$ cat src/rtl/mem_pkg.sv
// Shared encodings and limits for the core-side memory controller.
// No logic; constants, state enum and small decode helpers only.
// Backpressure: not applicable.
package mem_pkg;

    localparam logic [2:0] RD_NONE = 3'b000;
    localparam logic [2:0] RD_LB   = 3'b001;
    localparam logic [2:0] RD_LH   = 3'b010;
    localparam logic [2:0] RD_LW   = 3'b011;
    localparam logic [2:0] RD_LBU  = 3'b101;
    localparam logic [2:0] RD_LHU  = 3'b110;

    localparam logic [1:0] WR_NONE = 2'b00;
    localparam logic [1:0] WR_SB   = 2'b01;
    localparam logic [1:0] WR_SH   = 2'b10;
    localparam logic [1:0] WR_SW   = 2'b11;

    localparam int RAM_LAT_MIN = 1;
    localparam int RAM_LAT_MAX = 4;
    localparam int CNT_W       = 2;

    localparam logic [1:0] SZ_BYTE = 2'd0;
    localparam logic [1:0] SZ_HALF = 2'd1;
    localparam logic [1:0] SZ_WORD = 2'd2;

    typedef enum logic [1:0] {
        ST_IDLE    = 2'd0,
        ST_RD_WAIT = 2'd1,
        ST_RESP    = 2'd2
    } state_e;

    function automatic logic rd_op_legal(input logic [2:0] op);
        return !(op == 3'b100 || op == 3'b111);
    endfunction

    function automatic logic [1:0] rd_size(input logic [2:0] op);
        case (op)
            RD_LH, RD_LHU: return SZ_HALF;
            RD_LW:         return SZ_WORD;
            default:       return SZ_BYTE;
        endcase
    endfunction

    function automatic logic [1:0] wr_size(input logic [1:0] op);
        case (op)
            WR_SH:   return SZ_HALF;
            WR_SW:   return SZ_WORD;
            default: return SZ_BYTE;
        endcase
    endfunction

endpackage

$ cat src/rtl/mem_lane_align.sv
// Byte-lane steering: store replication/byte enables and load lane select/extend.
// Latency: purely combinational.
// Backpressure: none; outputs follow inputs.
module mem_lane_align
    import mem_pkg::*;
(
    input  logic [1:0]  wr_op,
    input  logic [1:0]  wr_lo,
    input  logic [31:0] wdata,
    output logic [3:0]  wr_be,
    output logic [31:0] wr_data,
    input  logic [2:0]  rd_op,
    input  logic [1:0]  rd_lo,
    input  logic [31:0] ram_rdata,
    output logic [31:0] rd_data
);

    logic [15:0] half_sel;
    logic [7:0]  byte_sel;

    always_comb begin
        wr_be   = 4'b0000;
        wr_data = wdata;
        case (wr_op)
            WR_SB: begin
                wr_be   = 4'b0001 << wr_lo;
                wr_data = {4{wdata[7:0]}};
            end
            WR_SH: begin
                wr_be   = 4'b0011 << wr_lo;
                wr_data = {2{wdata[15:0]}};
            end
            WR_SW: begin
                wr_be   = 4'b1111;
                wr_data = wdata;
            end
            default: ;
        endcase
    end

    // Halfword loads are always aligned, so bit 1 alone picks the half.
    assign half_sel = rd_lo[1] ? ram_rdata[31:16] : ram_rdata[15:0];
    assign byte_sel = rd_lo[0] ? half_sel[15:8]   : half_sel[7:0];

    always_comb begin
        rd_data = 32'd0;
        case (rd_op)
            RD_LB:   rd_data = {{24{byte_sel[7]}}, byte_sel};
            RD_LBU:  rd_data = {24'd0, byte_sel};
            RD_LH:   rd_data = {{16{half_sel[15]}}, half_sel};
            RD_LHU:  rd_data = {16'd0, half_sel};
            RD_LW:   rd_data = ram_rdata;
            default: ;
        endcase
    end

endmodule

$ cat src/rtl/mem_ctrl.sv
// Single-outstanding memory controller between the RV32 core and a word-wide sync RAM.
// Latency: store/fault 1 cycle to mem_ready, load RAM_LATENCY+1 cycles.
// Backpressure: mem_init only sampled in IDLE; strobes in other states are dropped.
module mem_ctrl
    import mem_pkg::*;
#(
    parameter int ADDR_W      = 12,
    parameter int RAM_LATENCY = 1
) (
    input  logic              clk,
    input  logic              reset,
    input  logic              mem_init,
    input  logic [2:0]        mem_read_op,
    input  logic [1:0]        mem_write_op,
    input  logic [31:0]       addr,
    input  logic [31:0]       wdata,
    output logic [31:0]       rdata,
    output logic              mem_ready,
    output logic              bus_err,
    output logic              ram_en,
    output logic [3:0]        ram_we,
    output logic [ADDR_W-1:0] ram_addr,
    output logic [31:0]       ram_wdata,
    input  logic [31:0]       ram_rdata
);

    localparam int LAT_C = (RAM_LATENCY < RAM_LAT_MIN) ? RAM_LAT_MIN :
                           (RAM_LATENCY > RAM_LAT_MAX) ? RAM_LAT_MAX : RAM_LATENCY;
    localparam logic [CNT_W-1:0] CNT_INIT = CNT_W'(LAT_C - 1);

    state_e             state_q;
    logic [CNT_W-1:0]   cnt_q;
    logic [2:0]         ld_op_q;
    logic [1:0]         ld_lo_q;
    logic [31:0]        rdata_q;
    logic               ready_q;
    logic               err_q;

    logic               is_rd, is_wr;
    logic               op_err, size_err, range_err, fault, accept;
    logic [1:0]         acc_size;
    logic [3:0]         wr_be;
    logic [31:0]        wr_data;
    logic [31:0]        ld_data;

    always_comb begin
        is_rd     = (mem_read_op != RD_NONE);
        is_wr     = (mem_write_op != WR_NONE);
        op_err    = (is_rd == is_wr) || !rd_op_legal(mem_read_op);
        acc_size  = is_rd ? rd_size(mem_read_op) : wr_size(mem_write_op);
        size_err  = ((acc_size == SZ_HALF) && addr[0]) ||
                    ((acc_size == SZ_WORD) && (addr[1:0] != 2'b00));
        range_err = ((addr >> (ADDR_W + 2)) != 32'd0);
        fault     = op_err || size_err || range_err;
        accept    = (state_q == ST_IDLE) && mem_init;
    end

    // RAM strobes are driven straight from the request in the accept cycle.
    assign ram_en    = accept && !fault;
    assign ram_we    = (ram_en && is_wr) ? wr_be : 4'b0000;
    assign ram_addr  = addr[ADDR_W+1:2];
    assign ram_wdata = wr_data;

    mem_lane_align u_align (
        .wr_op     (mem_write_op),
        .wr_lo     (addr[1:0]),
        .wdata     (wdata),
        .wr_be     (wr_be),
        .wr_data   (wr_data),
        .rd_op     (ld_op_q),
        .rd_lo     (ld_lo_q),
        .ram_rdata (ram_rdata),
        .rd_data   (ld_data)
    );

    always_ff @(posedge clk or negedge reset) begin
        if (!reset) begin
            state_q <= ST_IDLE;
            cnt_q   <= '0;
            ld_op_q <= RD_NONE;
            ld_lo_q <= 2'b00;
            rdata_q <= 32'd0;
            ready_q <= 1'b0;
            err_q   <= 1'b0;
        end else begin
            ready_q <= 1'b0;
            err_q   <= 1'b0;
            case (state_q)
                ST_IDLE: begin
                    if (mem_init) begin
                        if (fault) begin
                            state_q <= ST_RESP;
                            ready_q <= 1'b1;
                            err_q   <= 1'b1;
                            rdata_q <= 32'd0;
                        end else if (is_wr) begin
                            state_q <= ST_RESP;
                            ready_q <= 1'b1;
                        end else begin
                            state_q <= ST_RD_WAIT;
                            cnt_q   <= CNT_INIT;
                            ld_op_q <= mem_read_op;
                            ld_lo_q <= addr[1:0];
                        end
                    end
                end
                ST_RD_WAIT: begin
                    if (cnt_q == '0) begin
                        rdata_q <= ld_data;
                        state_q <= ST_RESP;
                        ready_q <= 1'b1;
                    end else begin
                        cnt_q <= cnt_q - 1'b1;
                    end
                end
                ST_RESP: state_q <= ST_IDLE;
                default: state_q <= ST_IDLE;
            endcase
        end
    end

    assign rdata     = rdata_q;
    assign mem_ready = ready_q;
    assign bus_err   = err_q;

endmodule

$ cat config.mk
export PLATFORM = sky130hd
export DESIGN_NAME = mem_ctrl
export DESIGN_NICKNAME = d
export VERILOG_FILES = /design/src/rtl/mem_pkg.sv /design/src/rtl/mem_lane_align.sv /design/src/rtl/mem_ctrl.sv
export SDC_FILE = /design/constraint.sdc
export NUM_CORES = 1
export LEC_CHECK = 0
export CAP_MARGIN = 5
export CORE_UTILIZATION = 38
export DETAILED_ROUTE_END_ITERATION = 7
export GPL_TIMING_DRIVEN = 0
export MAX_ROUTING_LAYER = met4
export PLACE_DENSITY = 0.82
export RECOVER_POWER = 50
export SYNTH_ARGS = -nofsm -noshare
export SYNTH_HDL_FRONTEND = slang
export SYNTH_SLANG_ARGS = --single-unit
$ cat constraint.sdc
create_clock -name clk -period 2.71 [get_ports clk]
set_input_delay 0.542 -clock clk [delete_from_list [all_inputs] [get_ports clk]]
set_output_delay 0.542 -clock clk [all_outputs]
set_load 0.02 [all_outputs]
# ---- Word level (Yosys, flattened, before mapping)
# Index checks and enable logic that the tools add are counted.
dict set report totals {
  in_bits 104
  elab_cells 89
  ff_bits 43
}
dict set report op_classes {
  shift 2
  n_reduce_logical 23
  muxes 31
  n_bitwise 2
  eq_ne 23
  n_addsub 1
}
# cell n
set op_table {}
lappend op_table {{one-hot mux 32 bit (5 select lines)} 1}
lappend op_table {{one-hot mux 32 bit (2 select lines)} 2}
lappend op_table {{2-to-1 mux 32 bit} 3}
lappend op_table {{nonzero test 32 bit} 1}
lappend op_table {{2-to-1 mux 2 bit} 9}
lappend op_table {{2-to-1 mux 16 bit} 1}
lappend op_table {{one-hot mux 2 bit (2 select lines)} 4}
lappend op_table {{== test 3 bit, second input constant} 5}
lappend op_table {{== test 3 x 2 -> 1 bit, second input constant} 4}
lappend op_table {{inequality test 2 bit, second input constant} 6}
lappend op_table {{one-hot mux 4 bit (3 select lines)} 1}
lappend op_table {{2-to-1 mux 8 bit} 1}
lappend op_table {{AND reduction 4 bit} 2}
lappend op_table {{2-to-1 mux 1 bit} 7}
lappend op_table {{== test 2 x 1 -> 1 bit, second input constant} 3}
lappend op_table {{== test 2 bit, second input constant} 3}
lappend op_table {{nonzero test 2 bit} 3}
lappend op_table {{logical AND 1 bit} 5}
lappend op_table {{logical OR 1 bit} 5}
lappend op_table {{AND reduction 5 bit} 1}
lappend op_table {{zero test 2 bit} 2}
lappend op_table {{2-to-1 mux 4 bit} 1}
lappend op_table {{<< shifter 1 x 2 -> 4 bit, first input constant} 1}
lappend op_table {{<< shifter 2 x 2 -> 4 bit, first input constant} 1}
lappend op_table {{other kinds (9)} 10}

# ---- Longest topological paths before layout
dict set report logic_depth {
  depth_word 13
  depth_mapped 8
  mapped_depth_nobuf 7
}

# ---- Modules after synthesis
# A second synthesis with hierarchy kept.
dict set report hier_totals {
  cells_unflattened 411
  area_unflattened_um2 3359.5
}
# module instances cells_per_inst area_per_inst_um2 seq_area_each_um2
set by_module_without_submodules {}
lappend by_module_without_submodules {mem_ctrl 1 207 1969.4 1076.0}
lappend by_module_without_submodules {mem_lane_align 1 204 1390.1 0.0}

# ---- Least setup slack after synthesis
# OpenSTA, ideal clock, no wires.
dict set report synth_path {
  path_kind {input -> output}
  start {input mem_write_op[0]}
  end {output ram_we[2]}
  stages 7
  required_ns 2.168
  arrival_time_ns 2.173
  path_buffers 0
  setup_slack_ns -0.005
  cell_sequence {inv_1 ha_1 o21bai_1 and3b_1 o22a_1 nor3_1 and4b_1}
}
dict set report synth_between {
  elab_chain_cells 12
  elab_cells_between_ends 20
  cone_classes {6 x eq/ne; 4 x mux; 10 x reduce/logical}
}
# item line
set synth_lines {}
lappend synth_lines {{start: declaration} mem_ctrl.sv:14} ;# input logic [1:0] mem_write_op,
lappend synth_lines {{== test 2 bit} {mem_pkg.sv:45, mem_lane_align.sv:24}}
lappend synth_lines {{one-hot mux 2 bit (2 select lines)} mem_pkg.sv:45} ;# case (op)
lappend synth_lines {{2-to-1 mux 2 bit} mem_ctrl.sv:50} ;# acc_size = is_rd ? rd_size(mem_read_op) : wr_size(mem_write_op);
lappend synth_lines {{== test 2 x 1 -> 1 bit or == test 2 bit (tied branches)} {mem_ctrl.sv:51, mem_ctrl.sv:52}}
lappend synth_lines {{logical AND 1 bit (on tied branches)} {mem_ctrl.sv:51, mem_ctrl.sv:52}}
lappend synth_lines {{logical OR 1 bit} mem_ctrl.sv:51} ;# size_err = ((acc_size == SZ_HALF) && addr[0]) ||
lappend synth_lines {{logical OR 1 bit (2 in series)} mem_ctrl.sv:54} ;# fault = op_err || size_err || range_err;
lappend synth_lines {{zero test 1 bit} mem_ctrl.sv:59} ;# assign ram_en = accept && !fault;
lappend synth_lines {{logical AND 1 bit} mem_ctrl.sv:59}
lappend synth_lines {{logical AND 1 bit} mem_ctrl.sv:60} ;# assign ram_we = (ram_en && is_wr) ? wr_be : 4'b0000;
lappend synth_lines {{2-to-1 mux 4 bit *} mem_ctrl.sv:60}
lappend synth_lines {{end: declaration} mem_ctrl.sv:21} ;# output logic [3:0] ram_we,
# Mark *: on every way between the ends. The rest lies on a longest branch, timed or not.

# ---- Final worst setup path
dict set report layout_path {
  start {input addr[15]}
  end {output ram_we[2]}
}
dict set report layout_between {
  elab_chain_cells 6
}
# item line
set layout_lines {}
lappend layout_lines {{start: declaration} mem_ctrl.sv:15} ;# input logic [31:0] addr,
lappend layout_lines {{nonzero test 32 bit} mem_ctrl.sv:53} ;# range_err = ((addr >> (ADDR_W + 2)) != 32'd0);
lappend layout_lines {{logical OR 1 bit} mem_ctrl.sv:54}
lappend layout_lines {{zero test 1 bit} mem_ctrl.sv:59}
lappend layout_lines {{logical AND 1 bit} mem_ctrl.sv:59}
lappend layout_lines {{logical AND 1 bit} mem_ctrl.sv:60}
lappend layout_lines {{2-to-1 mux 4 bit} mem_ctrl.sv:60}
# Every way passes these cells.

==> results_dict.tcl <==
set metrics [dict create \
    outcome "complete, no violations" \
    skew_ns 0.00276 \
    synth_nets 478 \
    area.growth.synth_to_final_pct 69.9 \
    yosys.cell_types.count 45 \
    die_w_um 91.0 \
    vias_per_cell 5.42 \
    first_pass_iters 5 \
    reg2reg_slack_ns 0.63 \
    avgSynthCellArea_um2 8.23 \
    hold_buffers 0 \
    utilization_pct 66.6 \
    cts_sinks 43 \
    power_mw 1.82 \
    worstRegToRegCells 7 \
    cts_tree "built" \
    peakVddDrop_mv 0.358 \
    grt_usage_pct 25.7 \
    synth_fa_ha_area_share_pct 3.32 \
    powerDensity_mw_per_mm2 356 \
    reg2reg_from "cnt_q[0]" \
    final_common_cell "clkdlybuf4s50_1" \
    synth_compound_area_share_pct 25.5 \
    crit_cells 7 \
    wl_um 10800 \
    synth_edf_count 0 \
    grt_pass1_wl_um 16600 \
    fp-row-count 32 \
    synthXorXnorAreaFrac_pct 0.581 \
    slew_headroom_pct 21.1 \
    post-route-drc-count 0 \
    clk_pin_slew_ns 0.08 \
    placed_cells 643 \
    ys_seq_elements 43 \
    ys_warn_count 0 \
    syn_inst 366 \
    drtIter0Drc 252 \
    synth-main-ff-cell "dfrtp_1" \
    clockBufferDepth 2 \
    synth_area_mm2 0.00301 \
    final_cell_mix "clkdlybuf4s50_1 (125), nand2_1 (62), dfrtp_1 (43)" \
    num_vias 3561 \
    dieArea_mm2 0.00829 \
    fillers 643 \
    cp-startpoint "addr[15]" \
    critical-path-top-delay-family "simple AND/OR/NAND/NOR gates" \
    port_buffers 174 \
    cpPeakStageDelay_ns 0.41 \
    crit_slowest_cell "clkdlybuf4s50_1" \
    start_util_pct 39.2 \
    antenna_found_initial 0 \
    ant_nets 0 \
    min_period_over_period_pct 98.3 \
    path_class "in2out" \
    p_leak_nw 2.21 \
    drv_slew 0 \
    r2r_end "rdata[6]" \
    cp.required_ns 2.17 \
    grt_max_degree 24 \
    hold_viol 0 \
    final_nets 666 \
    worst-path-buf-inv 3 \
    core-area_mm2 0.00769 \
    synth.area.mux_share_pct 5.94 \
    numCtsBuffers 5 \
    dp_hpwl_um 8300 \
    startpoint_type "primary input" \
    endpoint "ram_we[2]" \
    async_flop_share_pct 100 \
    tns_ns 0 \
    yosys.area_share.simple_pct 19.2 \
    root_buffer "clkbuf_8" \
    grt_pass1_vias 3551 \
    fin_cells 657 \
    htreeDepth 2 \
    worst_pin_slew_ns 1.18 \
    critPathMaxFanout 5 \
    wl_per_cell_um 16.4 \
    place_congestion 0.929 \
    grt_overflow 0 \
    maxCapViolCount 0 \
    endpoint_kind "output port" \
    crit_chain "clkdlybuf4s50_1, nor4_2, nand3_1, nor3_4, buf_4, and4b_1, buf_6" \
    cp.arrival_ns 2.12 \
    die_h_um 91.0 \
    final_layout_size_suffix_gt1_share_pct 13.7 \
    synth_top_family_by_area "compound AO/OA/AOI/OAI gates" \
    finalSetupViolations 0 \
    pin_count 187 \
    fmax_mhz 375 \
    hold_path.class "in2async" \
    layout_min_cycle_time_ns 2.66 \
    antenna_cells 0 \
    clock_latency_ns 0.30 \
    synth_seq_area_share_pct 35.7 \
]
cell families (layout without fill, tap and decap cells):
kind of cell             Yosys count  after routing
AND/OR/NAND/NOR                  122            122
AO/OA/AOI/OAI                    118            118
buffers and inverters             57            246
flip-flops                        43             43
multiplexers                      16             16
adder cells (fa/ha/maj)            8              8
XOR/XNOR                           2              2
registers in the layout (all words and copies together) (netlist names):
| register | cells |
|---|---|
| rdata | 32 |
| bus_err | 1 |
| ld_lo_q | 2 |
| ld_op_q | 3 |
| cnt_q | 2 |
| mem_ready | 1 |
| state_q | 2 |
through the flow:
stage	setup WS (ns)	area [µm²]	hold slack, ns
global placement	-1.02	4890	0.513
floorplan	0.162	3020	0.246
CTS	0.00751	5070	0.220
finish	0.0466	5120	0.445
global route	-0.0621	5120	0.501
detailed placement	-1.11	4910	0.529
per-layer routing:
layer	GRT usage, %	routed length [µm]
met3	2.85	668
met2	46.0	5630
met5	-	0
met1	29.8	4260
met4	8.86	236
repair_timing:
item | CTS | global route
hold endpoints to repair | 0 | 0
setup buffers | 6 | 4
setup endpoints to repair | 30 | 8
gates resized for setup | 83 | 21
pin swaps | 8 | 7
report_power, final:
part,internal [mW],switching [mW],leakage [nW]
Sequential,0.654,0.00649,0.593
Clock,0.368,0.229,0.0644
Combinational,0.276,0.289,1.55
Total,1.30,0.525,2.21
cells in the mapped netlist, drive strengths merged (7+ instances only):
library cell  instances  share of area [%]
nand2                62                7.7
dfrtp                43                 36
o22ai                35                7.3
a21oi                29                4.8
buf                  27                6.0
nor2                 24                3.0
clkbuf               17                2.1
inv                  13                1.6
o21ai                13                2.2
mux2i                10                3.3
nor2b                 9                1.9
a22o                  8                2.3
a22oi                 8                2.0
ha                    8                3.3
nand2b                7                1.5
o211ai                7                1.7
worst min-delay path by stage:
stage,start,endpoint,slack (ns),cells after the start
floorplan,reset,bus_err,0.25,0
global placement,cnt_q[0],cnt_q[0],0.51,2
detailed placement,rdata[9],rdata[9],0.53,2
CTS,reset,rdata[31],0.22,1
global route,reset,rdata[20],0.50,1
finish,reset,rdata[20],0.44,1
cell type report:
type,count,area (µm²),area share [%]
sequential,43,1080,21.0
buffer,40,234,4.57
clock buffer,5,68.8,1.34
timing repair buffer,185,1770,34.5
tap,102,128,2.49
multi-input combinational,266,1720,33.6
inverter,13,56.3,1.10
clock inverter,3,67.6,1.32
worst register-to-register path: cells and delay by family, from the launching register on:
kind	cells	cell delay, ns
flip-flops	1	0.36
buffers and inverters	2	0.49
AND/OR/NAND/NOR	2	0.34
AO/OA/AOI/OAI	2	0.58
adder cells (fa/ha/maj)	1	0.23
Power figures use the tool's default switching activity.
==> variant 1: new RTL, config.mk and constraints unchanged <==
Reset style: synchronous (`reset`), changed in one clocked block.
--- a/src/rtl/mem_ctrl.sv
+++ b/src/rtl/mem_ctrl.sv
@@ -73,7 +73,7 @@
         .rd_data   (ld_data)
     );
 
-    always_ff @(posedge clk or negedge reset) begin
+    always_ff @(posedge clk) begin
         if (!reset) begin
             state_q <= ST_IDLE;
             cnt_q   <= '0;
Function: differs if reset is asserted again (counterexample within 4 cycles, from zero or initial values and one cycle with reset low); with reset held inactive, the same outputs for 10 cycles.
==> variant 1 against the unedited design <==
- the run now ends with setup timing left
- sequential cell count did not move
- clock skew rose by 2.3 ps
- count of clock-buffer cells in the layout rose by 3
- register-to-register slack got worse by 120 ps
- power fell by 8.7%
- wire length rose by 25%
- area after synthesis rose by 14%
- core utilization fell by 2.8 points
- setup slack got worse by 57 ps
- final area rose by 9.1%
- largest cell class is now multi-input combinational cells
- largest power group unchanged
==> variant 1: results <==
[routing]
wl_met1_um = 5262
wl_met2_um = 6685
wl_per_cell_um = 18.40
wl_met3_um = 1403
detail_route.vias_per_cell = 6.033
drt_iter0_markers = 245

[run_status]
violations = setup timing
status = finished with violations

[finish]
area_growth_pct = 61.94
filler_cell_count = 775
final_cells = 736
drive_above_1_share = 0.1672

[synthesis]
syn_inst = 440
ys_top_cells_by_area = dfxtp_1 25%, nand4b_1 8.1%, o221ai_1 8.1%
synth_nets = 552
ys_seq_area_frac = 0.2496
synth_common_cells = 43 x dfxtp_1, 38 x clkbuf_1, 38 x nand2_1
synth_async_sr_flop_share = 0
synth_ff_type = dfxtp_1

[worst_setup_path]
worstPathArrival_ps = 2180
path_delay_family = buffers and inverters
timing.critical_path.from = addr[26]

[sta]
finalSetupTns_ps = -10.81
finalSetupViolCount = 1
hold_ws_ps = 495.9
timing.final.ws_setup_ps = -10.81

[power_and_ir_drop]
ir_worst_vdd_v = 0.0001944

[placed_design]
dp.cells = 720
placed_area_um2 = 5376
hpwlAfterDp_um = 10300
io_buffers = 172
gp_congestion = 0.9125

[global_routing]
grt_max_degree = 13
grt.total_usage = 0.2827
==> variant 1: changes by cell type after synthesis, moves of 8 or more <==
cell / unedited run / this run
a21oi_1: 29 / 18
a22o_1: 8 / 16
and3_1: 0 / 17
clkbuf_1: 17 / 38
dfrtp_1: 43 / 0
dfxtp_1: 0 / 43
nand2_1: 62 / 38
nand3_1: 2 / 34
nand4b_1: 0 / 32
o21ai_0: 10 / 2
o221ai_1: 0 / 32
o22ai_1: 35 / 8
==> variant 1: where the power goes <==
group / switching, W / internal, W
sequential: 0.00000128 / 0.000634
combinational: 0.000300 / 0.000268
clock: 0.000227 / 0.000233
==> variant 1: cell families after synthesis <==
group,share of synthesized area
AO/OA/AOI/OAI,0.2569
XOR/XNOR,0.005081
multiplexers,0.05007
AND/OR/NAND/NOR,0.2928
flip-flops,0.2496
buffers and inverters,0.1165
adder cells (fa/ha/maj),0.02903
==> variant 1: area by class of cell <==
cell class,instances,area [µm²],area share
Multi-Input combinational cell,313,2367,0.4239
Tap cell,108,135.1,0.02420
Buffer,64,349.1,0.06251
Clock buffer,8,100.1,0.01793
Sequential cell,43,860.8,0.1542
Inverter,16,60.06,0.01076
Timing Repair Buffer,184,1712,0.3065
==> variant 1: layer usage <==
layer	GRT usage	up-vias
li1	-	2039
met1	0.3367	2102
met2	0.4832	279
met3	0.06331	20
met4	0.07127	0
met5	-	-
==> variant 1: final timing paths <==
check              endpoint
setup / recovery  ram_we[0]
hold / removal     cnt_q[0]
setup reg to reg  rdata[30]
hold reg to reg    cnt_q[0]
==> variant 1: timing repair <==
| item | in CTS | in global routing |
|---|---|---|
| buffers inserted | 7 | 5 |
| setup endpoints to repair | 29 | 26 |
| hold endpoints to repair | 0 | 0 |
| gates resized for setup | 102 | 49 |
| pin swaps | 9 | 6 |
==> variant 2: new RTL, same flow settings <==
Without the edit above. The package constant `CNT_W` goes from 2 to 4.
--- a/src/rtl/mem_pkg.sv
+++ b/src/rtl/mem_pkg.sv
@@ -17,7 +17,7 @@
 
     localparam int RAM_LAT_MIN = 1;
     localparam int RAM_LAT_MAX = 4;
-    localparam int CNT_W       = 2;
+    localparam int CNT_W       = 4;
 
     localparam logic [1:0] SZ_BYTE = 2'd0;
     localparam logic [1:0] SZ_HALF = 2'd1;
Formal check against the unedited RTL: same outputs for any inputs over 10 cycles, from zero or initial values and one cycle with reset low; that may be too few to reach the edited logic, so the function may still have changed.
==> variant 2 against the unedited design <==
- power shrank 10%
- core utilization shrank 2.9 points
- sequential share of layout area shrank 0.74 points
- sequential cell count grew 2
- global-route usage shrank 0.24 points
- sequential power grew 2%
- fmax shrank 1.5%
- setup slack lost 41 ps
- critical path type unchanged
- area after synthesis grew 14%
- wire length grew 9.5%
- non-clock buffer count shrank 2
- largest power group unchanged
- final area grew 8.5%
==> variant 2: results <==
[routing]
wl_per_cell_um = 17.69
drt_iter0_markers = 187
routed_wl_um = 11820
drtPass1Iterations = 6
vias = 3577

[worst_setup_path]
rrSetupSlack_ps = 240
path_delay_family = simple AND/OR/NAND/NOR gates
crit_slowest_cell = or4b_4
worstPathArrival_ps = 2160
path_max_fanout = 4
worst_path_largest_cell_delay_ps = 520

[finish]
num_antenna_cells = 0
fin_nets = 672
area_growth_pct = 62.29
largest_reg_flops = 32
filler_cell_count = 719
drive_above_1_share = 0.2286

[placed_design]
post-place-ws_ps = -1103
hpwlAfterDp_um = 9356
placed_area_um2 = 5320
gp_congestion = 0.9705
io_buffers = 174
dp.cells = 655

[sta]
skew_ps = 4.176
fin_crit_sh = 0.9981
max_slew.worst_pin.slew_ps = 1377
hold_ws_ps = 396.5

[global_routing]
grt.total_usage = 0.2545
antenna_found_initial = 0
grt_pass1_vias = 3788
grt_max_degree = 27
grt_pass1_wl_um = 18570

[synthesis]
synth_nets = 485
synth_common_cells = 45 x dfrtp_1, 44 x nand2_1, 36 x a21oi_1
ys_top_cells_by_area = dfrtp_1 33%, mux2_4 13%, a21oi_1 5.3%
yosysUniqueCellTypes = 48
ys_seq_area_frac = 0.3292
yosys_warnings = 0
synth_async_sr_flop_share = 1.000
synth_ff_type = dfrtp_1
syn_avg_cell_area_um2 = 9.196

[worst_hold_path]
hold_path.class = in -> async

[power_and_ir_drop]
p_leak_nw = 2.525
p_sw_w = 0.0005068
ir_worst_vdd_v = 0.0001976

[clock_tree]
cts_made_buffers = 5
clkTransAtPathRegs_ps = 80
cts_setup_buffers = 1
cts_root_buf = clkbuf_8
post_cts_resized = 115
htree_levels = 2
cts.path.max_buffers = 2
clk_latency_ps = 300

[run_status]
status = finished, final reports clean
[variant 2: changes by cell type in the layout (fill, tap and decap cells not counted), sizes merged, moves of 8 or more]
cell,delta
mux2i,-8
clkdlybuf4s50,-41
o22ai,-26
mux2,+37
nand2,-18
dlygate4sd3,+39
[variant 2: path summary, 6_finish.rpt]
kind / cells past startpoint / to / start
worst max-delay path: 9 / ram_en / mem_write_op[0]
worst min-delay path: 1 / rdata[2] / reset
worst max register to register: 8 / rdata[25] / ld_op_q[1]
worst min register to register: 1 / rdata[3] / rdata[3]
max in group asynchronous: 2 / rdata[15] / reset
min in group clk: 1 / rdata[3] / rdata[3]
[variant 2: kinds of logic (layout without fill, tap and decap cells)]
group,after synthesis,after routing,share of synthesized area
and+or+nand+nor,113,113,0.1576
DFF,45,45,0.3292
buffers and inverters,59,247,0.1013
muxes,44,44,0.1770
AOI/OAI and AO/OA,100,100,0.1968
xor gates and xnor gates,2,2,0.005122
adders and majority gates,9,9,0.03292
[variant 2: area by class of cell]
class,instances,area share
multi-input combinational,268,0.3753
buffer,41,0.05139
inverter,16,0.01307
clock inverter,2,0.001803
sequential,45,0.2028
tap,108,0.02434
clock buffer,6,0.01307
timing repair buffer,182,0.3182
[variant 2: layer usage]
layer  wire [µm]  global-route usage  part of all wire
met2        5997              0.4437              0.51
met3         956             0.05202             0.081
met5           0                   -                 0
met4         341              0.1022             0.029
met1        4524              0.2836              0.38
[variant 2: power groups by stage]
stage	Clock [W]	Combinational, W	Sequential [W]
6_report	0.000406	0.000556	0.000675
5_1_grt	0.000436	0.000587	0.000676
4_1_cts	0.000413	0.000548	0.000675
3_5_place_dp	0	0.000568	0.000689
3_3_place_gp	0	0.000562	0.000689
2_1_floorplan	0	0.000243	0.000691
